--- src/rtl/id_ex_operand_stage_pkg.sv ---
// Shared definitions for the ID/EX operand stage.
//   FWD_*      : forwarding-select encodings driven by the hazard unit
//   wd_state_e : stall watchdog states
//   REG_ZERO   : architectural $0 index (always reads as zero)
package id_ex_operand_stage_pkg;

    localparam logic [1:0] FWD_RF  = 2'b00;
    localparam logic [1:0] FWD_EX  = 2'b01;
    localparam logic [1:0] FWD_MEM = 2'b10;
    localparam logic [1:0] FWD_WB  = 2'b11;

    localparam logic [4:0] REG_ZERO = 5'd0;

    typedef enum logic [1:0] {
        ST_RUN   = 2'd0,
        ST_STALL = 2'd1,
        ST_ERROR = 2'd2
    } wd_state_e;

endpackage

--- src/rtl/id_ex_operand_stage_fwd_operand_mux.sv ---
// Forwarding operand select for one source operand.
//   sel      : forwarding select (RF / EX / MEM / WB)
//   reg_idx  : source register index; index 0 forces a zero operand
//   rf_data, ex_data, mem_data, wb_data : candidate values
//   operand  : selected operand (combinational)
module id_ex_operand_stage_fwd_operand_mux
    import id_ex_operand_stage_pkg::*;
#(
    parameter int DATA_W = 32
) (
    input  logic [1:0]        sel,
    input  logic [4:0]        reg_idx,
    input  logic [DATA_W-1:0] rf_data,
    input  logic [DATA_W-1:0] ex_data,
    input  logic [DATA_W-1:0] mem_data,
    input  logic [DATA_W-1:0] wb_data,
    output logic [DATA_W-1:0] operand
);

    always_comb begin
        operand = rf_data;
        case (sel)
            FWD_EX:  operand = ex_data;
            FWD_MEM: operand = mem_data;
            FWD_WB:  operand = wb_data;
            default: operand = rf_data;
        endcase
        // $0 must read as zero even if a stale forward targets it.
        if (reg_idx == REG_ZERO) begin
            operand = '0;
        end
    end

endmodule

--- src/rtl/id_ex_operand_stage.sv ---
// ID/EX pipeline register with operand forwarding, bubble insertion,
// downstream hold, performance counters and a runaway-stall watchdog.
//   Inputs : ID operands/indices/control, forwarding buses, pa/pb selectors,
//            nop_signal (bubble), hold (freeze)
//   Outputs: registered ex_* operands/control/flags, saturating
//            stall/forward counters, sticky stall_error
//
// Watchdog states:
//   state    | meaning
//   ST_RUN   | instructions flowing, no bubble in progress
//   ST_STALL | run_len consecutive bubbles so far, within tolerance
//   ST_ERROR | bubble run exceeded MAX_STALL; sticky until reset
module id_ex_operand_stage
    import id_ex_operand_stage_pkg::*;
#(
    parameter int DATA_W    = 32,
    parameter int CTRL_W    = 16,
    parameter int CNT_W     = 16,
    parameter int MAX_STALL = 3
) (
    input  logic              clk,
    input  logic              reset_n,
    input  logic [DATA_W-1:0] id_pa,
    input  logic [DATA_W-1:0] id_pb,
    input  logic [4:0]        id_rs,
    input  logic [4:0]        id_rt,
    input  logic [DATA_W-1:0] ex_result,
    input  logic [DATA_W-1:0] mem_result,
    input  logic [DATA_W-1:0] wb_result,
    input  logic [1:0]        pa_selector,
    input  logic [1:0]        pb_selector,
    input  logic              nop_signal,
    input  logic              hold,
    input  logic [CTRL_W-1:0] id_ctrl,
    input  logic [4:0]        id_dest,
    input  logic              id_rf_enable,
    input  logic              id_load_instruction,
    output logic [DATA_W-1:0] ex_a,
    output logic [DATA_W-1:0] ex_b,
    output logic [CTRL_W-1:0] ex_ctrl,
    output logic [4:0]        ex_destination,
    output logic              ex_rf_enable,
    output logic              ex_load_instruction,
    output logic              ex_valid,
    output logic [CNT_W-1:0]  stall_count,
    output logic [CNT_W-1:0]  fwd_a_count,
    output logic [CNT_W-1:0]  fwd_b_count,
    output logic              stall_error
);

    // run_len must hold MAX_STALL+1, the value that trips the watchdog.
    localparam int               RUN_W     = $clog2(MAX_STALL + 2);
    localparam logic [RUN_W-1:0] RUN_LIMIT = RUN_W'(MAX_STALL);
    localparam logic [RUN_W-1:0] RUN_ONE   = RUN_W'(1);
    localparam logic [CNT_W-1:0] CNT_ONE   = CNT_W'(1);

    logic [DATA_W-1:0] sel_a, sel_b;

    id_ex_operand_stage_fwd_operand_mux #(.DATA_W(DATA_W)) u_mux_a (
        .sel      (pa_selector),
        .reg_idx  (id_rs),
        .rf_data  (id_pa),
        .ex_data  (ex_result),
        .mem_data (mem_result),
        .wb_data  (wb_result),
        .operand  (sel_a)
    );

    id_ex_operand_stage_fwd_operand_mux #(.DATA_W(DATA_W)) u_mux_b (
        .sel      (pb_selector),
        .reg_idx  (id_rt),
        .rf_data  (id_pb),
        .ex_data  (ex_result),
        .mem_data (mem_result),
        .wb_data  (wb_result),
        .operand  (sel_b)
    );

    // hold outranks nop_signal: a frozen stage records no bubble.
    logic do_bubble, do_load;
    assign do_bubble = !hold && nop_signal;
    assign do_load   = !hold && !nop_signal;

    logic [DATA_W-1:0] ex_a_q, ex_a_d, ex_b_q, ex_b_d;
    logic [CTRL_W-1:0] ex_ctrl_q, ex_ctrl_d;
    logic [4:0]        ex_dest_q, ex_dest_d;
    logic              ex_rf_en_q, ex_rf_en_d, ex_load_q, ex_load_d, ex_valid_q, ex_valid_d;
    logic [CNT_W-1:0]  stall_count_q, stall_count_d;
    logic [CNT_W-1:0]  fwd_a_count_q, fwd_a_count_d, fwd_b_count_q, fwd_b_count_d;
    wd_state_e         state_q, state_d;
    logic [RUN_W-1:0]  run_len_q, run_len_d;

    always_comb begin
        ex_a_d     = ex_a_q;
        ex_b_d     = ex_b_q;
        ex_ctrl_d  = ex_ctrl_q;
        ex_dest_d  = ex_dest_q;
        ex_rf_en_d = ex_rf_en_q;
        ex_load_d  = ex_load_q;
        ex_valid_d = ex_valid_q;
        if (do_bubble) begin
            ex_a_d     = '0;
            ex_b_d     = '0;
            ex_ctrl_d  = '0;
            ex_dest_d  = '0;
            ex_rf_en_d = 1'b0;
            ex_load_d  = 1'b0;
            ex_valid_d = 1'b0;
        end else if (do_load) begin
            ex_a_d     = sel_a;
            ex_b_d     = sel_b;
            ex_ctrl_d  = id_ctrl;
            ex_dest_d  = id_dest;
            ex_rf_en_d = id_rf_enable;
            ex_load_d  = id_load_instruction;
            ex_valid_d = 1'b1;
        end
    end

    always_comb begin
        stall_count_d = stall_count_q;
        fwd_a_count_d = fwd_a_count_q;
        fwd_b_count_d = fwd_b_count_q;
        if (do_bubble && stall_count_q != '1) begin
            stall_count_d = stall_count_q + CNT_ONE;
        end
        // Forwards into $0 are discarded by the mux, so they are not counted.
        if (do_load && pa_selector != FWD_RF && id_rs != REG_ZERO && fwd_a_count_q != '1) begin
            fwd_a_count_d = fwd_a_count_q + CNT_ONE;
        end
        if (do_load && pb_selector != FWD_RF && id_rt != REG_ZERO && fwd_b_count_q != '1) begin
            fwd_b_count_d = fwd_b_count_q + CNT_ONE;
        end
    end

    always_comb begin
        state_d   = state_q;
        run_len_d = run_len_q;
        case (state_q)
            ST_RUN: begin
                if (do_bubble) begin
                    state_d   = ST_STALL;
                    run_len_d = RUN_ONE;
                end
            end
            ST_STALL: begin
                if (do_bubble) begin
                    run_len_d = run_len_q + RUN_ONE;
                    if (run_len_q >= RUN_LIMIT) begin
                        state_d = ST_ERROR;
                    end
                end else if (do_load) begin
                    state_d   = ST_RUN;
                    run_len_d = '0;
                end
            end
            ST_ERROR: begin
                if (do_load) begin
                    run_len_d = '0;
                end else if (do_bubble && run_len_q <= RUN_LIMIT) begin
                    run_len_d = run_len_q + RUN_ONE;
                end
            end
            default: begin
                state_d   = ST_RUN;
                run_len_d = '0;
            end
        endcase
    end

    always_ff @(posedge clk or negedge reset_n) begin
        if (!reset_n) begin
            ex_a_q        <= '0;
            ex_b_q        <= '0;
            ex_ctrl_q     <= '0;
            ex_dest_q     <= '0;
            ex_rf_en_q    <= 1'b0;
            ex_load_q     <= 1'b0;
            ex_valid_q    <= 1'b0;
            stall_count_q <= '0;
            fwd_a_count_q <= '0;
            fwd_b_count_q <= '0;
            state_q       <= ST_RUN;
            run_len_q     <= '0;
        end else begin
            ex_a_q        <= ex_a_d;
            ex_b_q        <= ex_b_d;
            ex_ctrl_q     <= ex_ctrl_d;
            ex_dest_q     <= ex_dest_d;
            ex_rf_en_q    <= ex_rf_en_d;
            ex_load_q     <= ex_load_d;
            ex_valid_q    <= ex_valid_d;
            stall_count_q <= stall_count_d;
            fwd_a_count_q <= fwd_a_count_d;
            fwd_b_count_q <= fwd_b_count_d;
            state_q       <= state_d;
            run_len_q     <= run_len_d;
        end
    end

    assign ex_a                = ex_a_q;
    assign ex_b                = ex_b_q;
    assign ex_ctrl             = ex_ctrl_q;
    assign ex_destination      = ex_dest_q;
    assign ex_rf_enable        = ex_rf_en_q;
    assign ex_load_instruction = ex_load_q;
    assign ex_valid            = ex_valid_q;
    assign stall_count         = stall_count_q;
    assign fwd_a_count         = fwd_a_count_q;
    assign fwd_b_count         = fwd_b_count_q;
    assign stall_error         = (state_q == ST_ERROR);

endmodule

--- config.mk ---
export PLATFORM = sky130hd
export DESIGN_NAME = id_ex_operand_stage
export DESIGN_NICKNAME = d
export VERILOG_FILES = /design/src/rtl/id_ex_operand_stage_pkg.sv /design/src/rtl/id_ex_operand_stage_fwd_operand_mux.sv /design/src/rtl/id_ex_operand_stage.sv
export SDC_FILE = /design/constraint.sdc
export NUM_CORES = 1
export LEC_CHECK = 0
export BUFFER_PORTS_ARGS = -buffer_cell sky130_fd_sc_hd__clkbuf_2
export CAP_MARGIN = 10
export CORE_MARGIN = 1
export CORE_UTILIZATION = 40
export DETAILED_ROUTE_END_ITERATION = 8
export PLACE_DENSITY = 0.69
export SLEW_MARGIN = 20
export SYNTH_ARGS = -nofsm -noshare
export SYNTH_HDL_FRONTEND = slang
export SYNTH_SLANG_ARGS = --single-unit
--- constraint.sdc ---
create_clock -name clk -period 2.4 [get_ports clk]
set_input_delay 0.36 -clock clk [delete_from_list [all_inputs] [get_ports clk]]
set_output_delay 0.36 -clock clk [all_outputs]
set_load 0.005 [all_outputs]
==> impl_metrics.csv, run 1 <==
group,metric,value,unit
run_status,status,"complete, no violations",
route,antenna_left,0,
place,gp_congestion,0.879,
grt,antenna_found_initial,0,
sta,timing.final.hold_violations,0,
floorplan,die_h,136,um
grt,grt_pass1_wl,33.2,mm
layout,register_area,3530,sq um
sta,min_period,2140,ps
synthesis,syn_avg_cell_area,13.8,sq um
clock_tree,cts_max_level,4,
critical_path,crit_fanout,12,
floorplan,die_area,18400,sq um
synthesis,synth.distinct_cells,42,
pwr,p_leak,4.84,nW
place,dpl.hpwl,16.2,mm
sta,final.setup.tns,0,ps
clock_tree,cts_setup_buffers,0,
route,first_iter_violations,260,
synthesis,synth_cells,518,
grt,grt_util_all_layers,24.1,%
critical_path,crit_required,2730,ps
critical_path,critPathKind,"reg2reg",
route,drcViolationCount,0,
synthesis,yosysTopAreaCellShare,49.3,%
sta,finClkSkew,10.0,ps
clock_tree,clock_latency,420,ps
sta,max_freq,0.468,GHz
place,placed_cells,1058,
grt,gr-total-overflow,0,
synthesis,synth_enable_flop_cells,0,
layout,fin_cells,1088,
synthesis,synth_area,7150,sq um
layout,fill_cells,1461,
pwr,irDropWorstVdd,0.475,mV
grt,grt_max_degree,80,
route,viasPerCell,5.43,
layout,layout-drive-gt1-share,52.8,%
layout,multi_input_area,3470,sq um
worst_hold_path,hold_path_class,"in2reg",
layout,layout_common_cells,"clkbuf_2 (335), dfrtp_1 (141), a22o_1 (87), mux4_2 (64), xnor2_1 (32)",
layout,area_delta_synth_final,36.4,%
job,maxCapViolations,0,
layout,diodes,0,
synthesis,synth_top_flop_cell,"dfrtp_1",
route,totalWireLength,21.4,mm
clock_tree,cts_made_buffers,17,
synthesis,yosysWarnings,0,
clock_tree,cts.path.max_buffers,2,
synthesis,synthArstFlopShare,100,%
critical_path,arrival,2470,ps
place,port-buffer-count,337,
synthesis,synth_top_cell_by_area,"dfrtp_1",
floorplan,boundaryPins,338,
critical_path,critPathCaptureType,"flip-flop",
clock_tree,clock-sinks,141,
sta,rsz0062_at_grt,"no",
floorplan,rows,48,
layout,final_common_cell,"clkbuf_2",
pwr,power_density,735,nW/um^2
sta,worst_pin_slew,924,ps
route,drt_pass1_iterations,5,
clock_tree,tritoncts,"yes",
sta,finalMaxSlewViolations,0,
sta,setup_viol,0,
synthesis,synth-seq-cells,141,
sta,post-route-period-util,89.0,%
critical_path,start_kind,"flip-flop",
synthesis,synthTopCellsByArea,"dfrtp_1 (49%), mux4_2 (20%), a22o_1 (11%), xnor2_1 (3.9%), nand4_1 (1.5%)",
floorplan,core_area,17400,sq um
layout,nNetsFinal,1059,
synthesis,synth_fp_nets,724,
clock_tree,root_buffer,"clkbuf_16",
floorplan,start_util,41.2,%
grt,grt_pass1_vias,6027,
synthesis,ys_seq_area_share,49.3,%
route,vias,5910,
sta,slew_headroom,38.4,%
route,wl_per_cell,19.6,um
clock_tree,clk_pin_slew,60,ps
floorplan,die_w,136,um
-- where the power goes --
part / total, W / switching [W] / internal [W]
clock: 0.00282 / 0.000991 / 0.00183
sequential: 0.00298 / 0.000307 / 0.00267
combinational: 0.00137 / 0.000615 / 0.000754
-- per-stage QoR --
step / setup WS, ps / util, % / hold slack (ps) / cell area (sq um) / power, W
floorplan: 583 / - / 64.4 / 7150 / 0.00367
global placement: 205 / 52.6 / 369 / 9120 / 0.00437
detailed placement: 221 / 52.6 / 363 / 9120 / 0.00440
CTS: 264 / 56.2 / 141 / 9760 / 0.00726
global route: 77.8 / 56.2 / 157 / 9760 / 0.00752
finish: 264 / 56.2 / 163 / 9760 / 0.00717
-- critical path, cell delays in order, from the launching register on --
cell and delay [ps]:
dfrtp_1 430, ha_1 230, nand3_1 130, nor2_1 50
a21oi_1 730, nor3b_1 310, xor2_1 160
-- cells by family (layout without fill, tap and decap cells) --
kind of cell / after synthesis / after routing / synth area share (%)
compound gates: 106 / 106 / 13.1
xor+xnor: 43 / 43 / 5.26
fa+ha+maj: 5 / 5 / 0.875
buf+inv: 42 / 387 / 2.33
flops: 141 / 141 / 49.3
mux: 69 / 69 / 20.9
simple gates: 112 / 112 / 8.20
-- layer usage --
metal,share of wire [%],wire length [um],GRT usage [%]
met5,0,0,0
met1,40,8650,29.9
met4,1.3,273,7.30
met2,51,10800,40.8
met3,7.6,1620,6.43
-- final cells by class --
type                    count  area share [%]
multi-input cells         335            35.5
clock buffers              19            4.44
inverters                   7           0.269
well taps                 225            2.89
flip-flops and latches    141            36.2
clock inverters            10            1.96
repair buffers            351            18.7
-- synthesized netlist by cell type, drive strengths merged (7+ instances only) --
| cell type | instances |
|---|---|
| nor3 | 9 |
| clkbuf | 26 |
| nand4 | 18 |
| mux4 | 64 |
| nand2 | 22 |
| nand3 | 16 |
| inv | 7 |
| xor2 | 11 |
| buf | 9 |
| xnor2 | 32 |
| a22o | 87 |
| dfrtp | 141 |
| nor2 | 20 |
-- path summary, 6_finish.rpt --
| check | start | end | slack (ps) | cells past startpoint |
|---|---|---|---|---|
| setup reg to reg | fwd_b_count[0] | fwd_b_count[6] | 260 | 6 |
| hold reg to reg | ex_valid | ex_valid | 480 | 2 |
| min in group asynchronous | reset_n | stall_count[15] | 470 | 2 |
| hold / removal | id_ctrl[6] | ex_ctrl[6] | 160 | 2 |
| setup / recovery | fwd_b_count[0] | fwd_b_count[6] | 260 | 6 |
| max in group asynchronous | reset_n | ex_a[28] | 1240 | 3 |
-- timing repair --
item / 4_1_cts / 5_1_grt
endpoints found under the hold margin: 53 / 0
gates resized for setup: 0 / 0
hold buffers: 1 / 0
-- state kept, by name, indices dropped and copies added (netlist names) --
| register | flops |
|---|---|
| ex_ctrl | 16 |
| fwd_b_count | 16 |
| ex_rf_enable | 1 |
| state_q | 2 |
| stall_count | 16 |
| fwd_a_count | 16 |
| ex_destination | 5 |
| ex_b | 32 |
| ex_a | 32 |
| run_len_q | 3 |
| ex_valid | 1 |
| ex_load_instruction | 1 |
Note: power is estimated with default switching activity, not from simulation.
==> run 2: changes to the inputs <==
--- a/config.mk
+++ b/config.mk
@@ -7,10 +7,10 @@
 export LEC_CHECK = 0
 export BUFFER_PORTS_ARGS = -buffer_cell sky130_fd_sc_hd__clkbuf_2
 export CAP_MARGIN = 10
-export CORE_MARGIN = 1
-export CORE_UTILIZATION = 40
+export CORE_AREA = 2 2 131 133
 export DETAILED_ROUTE_END_ITERATION = 8
-export PLACE_DENSITY = 0.69
+export DIE_AREA = 0 0 133 135
+export PLACE_DENSITY = 0.74
 export SLEW_MARGIN = 20
 export SYNTH_ARGS = -nofsm -noshare
 export SYNTH_HDL_FRONTEND = slang
==> run 2 against run 1 <==
- clock power decreased by 7.1%
- final cell count is essentially flat
- fmax increased by 1.2%
- worst setup slack improved by 25 ps
- die area down 2.5%
==> impl_metrics.csv, run 2 (same netlist as run 1, synthesis figures left out) <==
group,metric,value,unit
clock_tree,clock_latency,420,ps
critical_path,rrSetupSlack,290,ps
critical_path,critPathKind,"reg2reg",
clock_tree,clk_pin_slew,60,ps
sta,slew_headroom,39.6,%
critical_path,crit_required,2740,ps
grt,grt_pass1_wl,33.3,mm
layout,postLayoutCellArea,9750,sq um
clock_tree,tritoncts,"yes",
critical_path,path_cells,"ha_1 > nand3_1 > nor2_1 > a21oi_1 > nor3b_1 > xor2_1",
place,dp_slack,150,ps
grt,gr-total-overflow,0,
layout,layout-drive-gt1-share,53.2,%
grt,grt_util_all_layers,24.2,%
pwr,power.total,0.00701,W
critical_path,critPathSlowestCell,"a21oi_1",
place,port-buffer-count,337,
place,gp_congestion,0.866,
critical_path,critPathBufInv,0,
critical_path,critPathCaptureType,"flip-flop",
sta,post-route-period-util,88.0,%
run_status,status,"complete, no violations",
critical_path,crit_fanout,12,
clock_tree,root_buffer,"clkbuf_16",
pwr,p_leak,4.84,nW
sta,timing.final.hold_violations,0,
layout,final_common_cell,"clkbuf_2",
layout,nNetsFinal,1060,
sta,worst_pin_slew,906,ps
pwr,power_density,719,nW/um^2
critical_path,endpoint,"fwd_b_count[6]",
layout,area_delta_synth_final,36.3,%
floorplan,core_area,16400,sq um
sta,setup_slack,289,ps
place,dpl-instance-area,9130,sq um
route,drt_pass1_iterations,5,
grt,antenna_found_initial,2,
floorplan,boundaryPins,338,
sta,max_freq,0.474,GHz
critical_path,start_kind,"flip-flop",
layout,fin_cells,1089,
sta,final.setup.tns,0,ps
place,dpl.hpwl,16.5,mm
floorplan,die_area,18000,sq um
sta,finalMaxSlewViolations,0,
job,maxCapViolations,0,
floorplan,start_util,43.6,%
critical_path,rr_startpoint,"fwd_b_count[0]",
grt,grt_pass1_vias,6341,
clock_tree,clock-sinks,141,
critical_path,max_stage_delay,720,ps
critical_path,reg2reg_to,"fwd_b_count[6]",
worst_hold_path,hold_path_class,"in2reg",
clock_tree,cts.path.max_buffers,2,
floorplan,rows,47,
route,vias,6040,
clock_tree,cts_made_buffers,17,
route,wl_per_cell,19.9,um
critical_path,reg2regPathDepth,6,
sta,min_period,2110,ps
sta,finClkSkew,7.89,ps
floorplan,die_h,135,um
clock_tree,cts_setup_buffers,0,
floorplan,die_w,133,um
clock_tree,cts_max_level,4,
route,drcViolationCount,0,
route,antenna_left,0,
critical_path,critPathLaunch,"fwd_b_count[0]",
sta,setup_viol,0,
critical_path,crit_cells,6,
critical_path,cp_top_family,"compound AO/OA/AOI/OAI gates",
pwr,irDropWorstVdd,0.476,mV
route,totalWireLength,21.7,mm
route,first_iter_violations,269,
route,viasPerCell,5.55,
place,placed_cells,1054,
critical_path,arrival,2450,ps
layout,layout_common_cells,"clkbuf_2 (335), dfrtp_1 (141), a22o_1 (87), mux4_2 (64), xnor2_1 (32)",
grt,grt_max_degree,55,
sta,rsz0062_at_grt,"no",
-- run 2: through the flow --
stage | hold WS [ps] | util (%)
final | 162 | 59.4
after global placement | 363 | 55.7
after CTS | 142 | 59.4
after floorplan | 64.4 | -
after detailed placement | 359 | 55.7
after global routing | 154 | 59.4
-- run 2: report_power, final --
part	internal [W]	switching [W]
Clock	0.00162	0.00101
Sequential	0.00267	0.000324
Combinational	0.000758	0.000631
Total	0.00505	0.00196
-- run 2: layout make-up --
type	count	area (sq um)
diodes	2	5.00
clock buffers	20	467
clock inverters	12	136
fillers	1329	6660
inverters	7	26.3
multi-input cells	335	3470
flip-flops and latches	141	3530
well taps	220	275
repair buffers	352	1850
-- run 2: worst min-delay path by stage --
stage / startpoint / slack, ps / depth (start not counted) / to
finish: id_load_instruction / 160 / 2 / ex_load_instruction
global route: id_ctrl[12] / 150 / 2 / ex_ctrl[12]
CTS: id_load_instruction / 140 / 2 / ex_load_instruction
detailed placement: reset_n / 360 / 1 / stall_count[11]
global placement: reset_n / 360 / 1 / stall_count[12]
floorplan: reset_n / 60 / 0 / ex_a[0]
-- run 2: what timing repair did --
item,in CTS,in global routing
endpoints found under the hold margin,51,0
gates resized for setup,0,0
hold buffers,1,0
-- run 2: layer usage --
layer / vias up / global-route usage [%] / wire length (um)
li1: 2727 / - / -
met5: - / 0 / 0
met1: 3018 / 29.5 / 8630
met4: 0 / 9.20 / 441
met3: 30 / 6.16 / 1490
met2: 265 / 41.9 / 11100
-- run 2: worst register-to-register path: stages (launching register included) --
cell	delay [ps]
dfrtp_1	430
ha_1	230
nand3_1	140
nor2_1	60
a21oi_1	720
nor3b_1	300
xor2_1	160
==> run 3: changes to the inputs <==
--- a/config.mk
+++ b/config.mk
@@ -7,10 +7,12 @@
 export LEC_CHECK = 0
 export BUFFER_PORTS_ARGS = -buffer_cell sky130_fd_sc_hd__clkbuf_2
 export CAP_MARGIN = 10
-export CORE_AREA = 2 2 131 133
+export CORE_AREA = 2 2 133 135
+export CTS_BUF_LIST = sky130_fd_sc_hd__clkbuf_8
 export DETAILED_ROUTE_END_ITERATION = 8
-export DIE_AREA = 0 0 133 135
-export PLACE_DENSITY = 0.74
+export DIE_AREA = 0 0 135 137
+export GPL_TIMING_DRIVEN = 0
+export PLACE_DENSITY = 0.72
 export SLEW_MARGIN = 20
 export SYNTH_ARGS = -nofsm -noshare
 export SYNTH_HDL_FRONTEND = slang
==> run 3 against run 2 <==
- first-iteration DRC count grew 10%
- clock skew grew 4.7 ps
- count of clock-buffer cells in the layout is the same
- via count grew 0.76%
- combinational power is essentially flat
- sequential cell count is the same
- sequential share of layout area grew 0.70 points
- critical path depth is the same
- largest cell class unchanged
==> impl_metrics.csv, run 3 (same netlist as run 1, synthesis figures left out) <==
group,metric,value,unit
floorplan,boundaryPins,338,
sta,max_freq,0.495,GHz
grt,grt.met3_usage,6.07,%
grt,grt_util_all_layers,24.4,%
sta,timing.final.hold_violations,0,
critical_path,arrival,2340,ps
route,first_iter_violations,296,
pwr,p_leak,4.75,nW
run_status,status,"complete, no violations",
layout,area_delta_synth_final,33.8,%
grt,busiest_layer,"met2",
sta,min_period,2020,ps
place,dpl.hpwl,17.3,mm
floorplan,die_w,135,um
critical_path,path_cells,"ha_1 > nand2_1 > or4_4 > o2111ai_4 > nor3_1 > xor2_1",
floorplan,start_util,41.9,%
layout,register_area,3530,sq um
clock_tree,ctsResizeCount,0,
layout,final_common_cell,"clkbuf_2",
clock_tree,tritoncts,"yes",
grt,grt_util_met1,31.1,%
layout,fill_cells,1475,
grt,grt_pass1_wl,34.0,mm
critical_path,cp_top_family,"simple AND/OR/NAND/NOR gates",
clock_tree,root_buffer,"clkbuf_8",
clock_tree,cts_made_buffers,17,
critical_path,max_stage_delay,510,ps
clock_tree,clock_latency,450,ps
sta,setup_slack,380,ps
sta,finClkSkew,12.6,ps
place,port-buffer-count,333,
floorplan,core_area,17100,sq um
grt,grt_util_met2,40.7,%
sta,finalMaxSlewViolations,0,
place,dp_slack,111,ps
sta,rsz0062_at_grt,"no",
worst_hold_path,hold_path_class,"in2reg",
layout,diodes,0,
route,drt_pass1_iterations,4,
critical_path,crit_fanout,7,
floorplan,die_h,137,um
critical_path,critPathCaptureType,"flip-flop",
route,totalWireLength,22.4,mm
sta,post-route-period-util,84.2,%
route,viasPerCell,5.48,
clock_tree,cts_max_level,4,
clock_tree,clk_pin_slew,70,ps
layout,layout-drive-gt1-share,50.5,%
layout,layout_common_cells,"clkbuf_2 (332), dfrtp_1 (141), a22o_1 (87), mux4_2 (64), xnor2_1 (32)",
sta,setup_viol,0,
floorplan,rows,48,
grt,antenna_found_initial,0,
route,vias,6086,
clock_tree,clock-sinks,141,
pwr,power_density,668,nW/um^2
job,maxCapViolations,0,
critical_path,critPathSlowestCell,"or4_4",
route,drcViolationCount,0,
critical_path,start_kind,"flip-flop",
layout,multi_input_area,3460,sq um
grt,gr-total-overflow,0,
layout,nNetsFinal,1078,
sta,slew_headroom,52.1,%
critical_path,crit_required,2720,ps
pwr,irDropWorstVdd,0.347,mV
critical_path,critPathBufInv,0,
grt,grt_max_degree,78,
route,antenna_left,0,
critical_path,critPathKind,"reg2reg",
sta,worst_pin_slew,719,ps
floorplan,die_area,18500,sq um
place,gp_congestion,0.837,
grt,grt_pass1_vias,6165,
route,wl_per_cell,20.2,um
clock_tree,cts.path.max_buffers,2,
layout,post-route-util,56.1,%
==> run 3: routing by layer <==
metal,part of all wire [%],up-vias
met4,1.9,0
li1,-,2750
met1,41,3036
met3,6.0,33
met2,51,267
met5,0,-
==> run 3: final timing paths <==
path / from / cells past startpoint / endpoint / slack (ps)
setup / recovery: fwd_a_count[0] / 6 / fwd_a_count[15] / 380
hold / removal: id_ctrl[1] / 2 / ex_ctrl[1] / 130
setup reg to reg: fwd_a_count[0] / 6 / fwd_a_count[15] / 380
hold reg to reg: ex_valid / 2 / ex_valid / 500
max in group asynchronous: reset_n / 3 / ex_b[4] / 1160
min in group asynchronous: reset_n / 2 / stall_count[14] / 500
==> run 3: final cells by class <==
type / instances / share of cell area [%]
buffer: 35 / 1.46
clock buffer: 20 / 2.88
clock inverter: 12 / 1.52
inverter: 7 / 0.275
multi-input combinational: 335 / 36.1
sequential: 141 / 36.9
tap: 225 / 2.94
timing repair buffer: 335 / 17.9
==> run 3: stage by stage <==
stage / setup TNS, ps / total power, W / cells / hold slack, ps / instance area (sq um)
after floorplan: 0 / 0.00367 / 518 / 64.4 / 7150
after global placement: -196240 / 0.00437 / 1076 / 468 / 9100
after detailed placement: 0 / 0.00442 / 1077 / 433 / 9140
after CTS: 0 / 0.00645 / 1110 / 89.4 / 9570
after global routing: 0 / 0.00675 / 1110 / 94.9 / 9570
final: 0 / 0.00639 / 1110 / 127 / 9570
==> run 3: power breakdown <==
part           switching, W  internal, W  leakage (nW)
logic              0.000631     0.000751          2.70
registers          0.000321      0.00267          1.83
clock network      0.000919      0.00110         0.223
==> run 3: timing repair <==
action	4_1_cts	5_1_grt
endpoints found under the setup margin	0	0
hold buffers	1	0
hold endpoints to repair	76	0
setup buffers	0	0
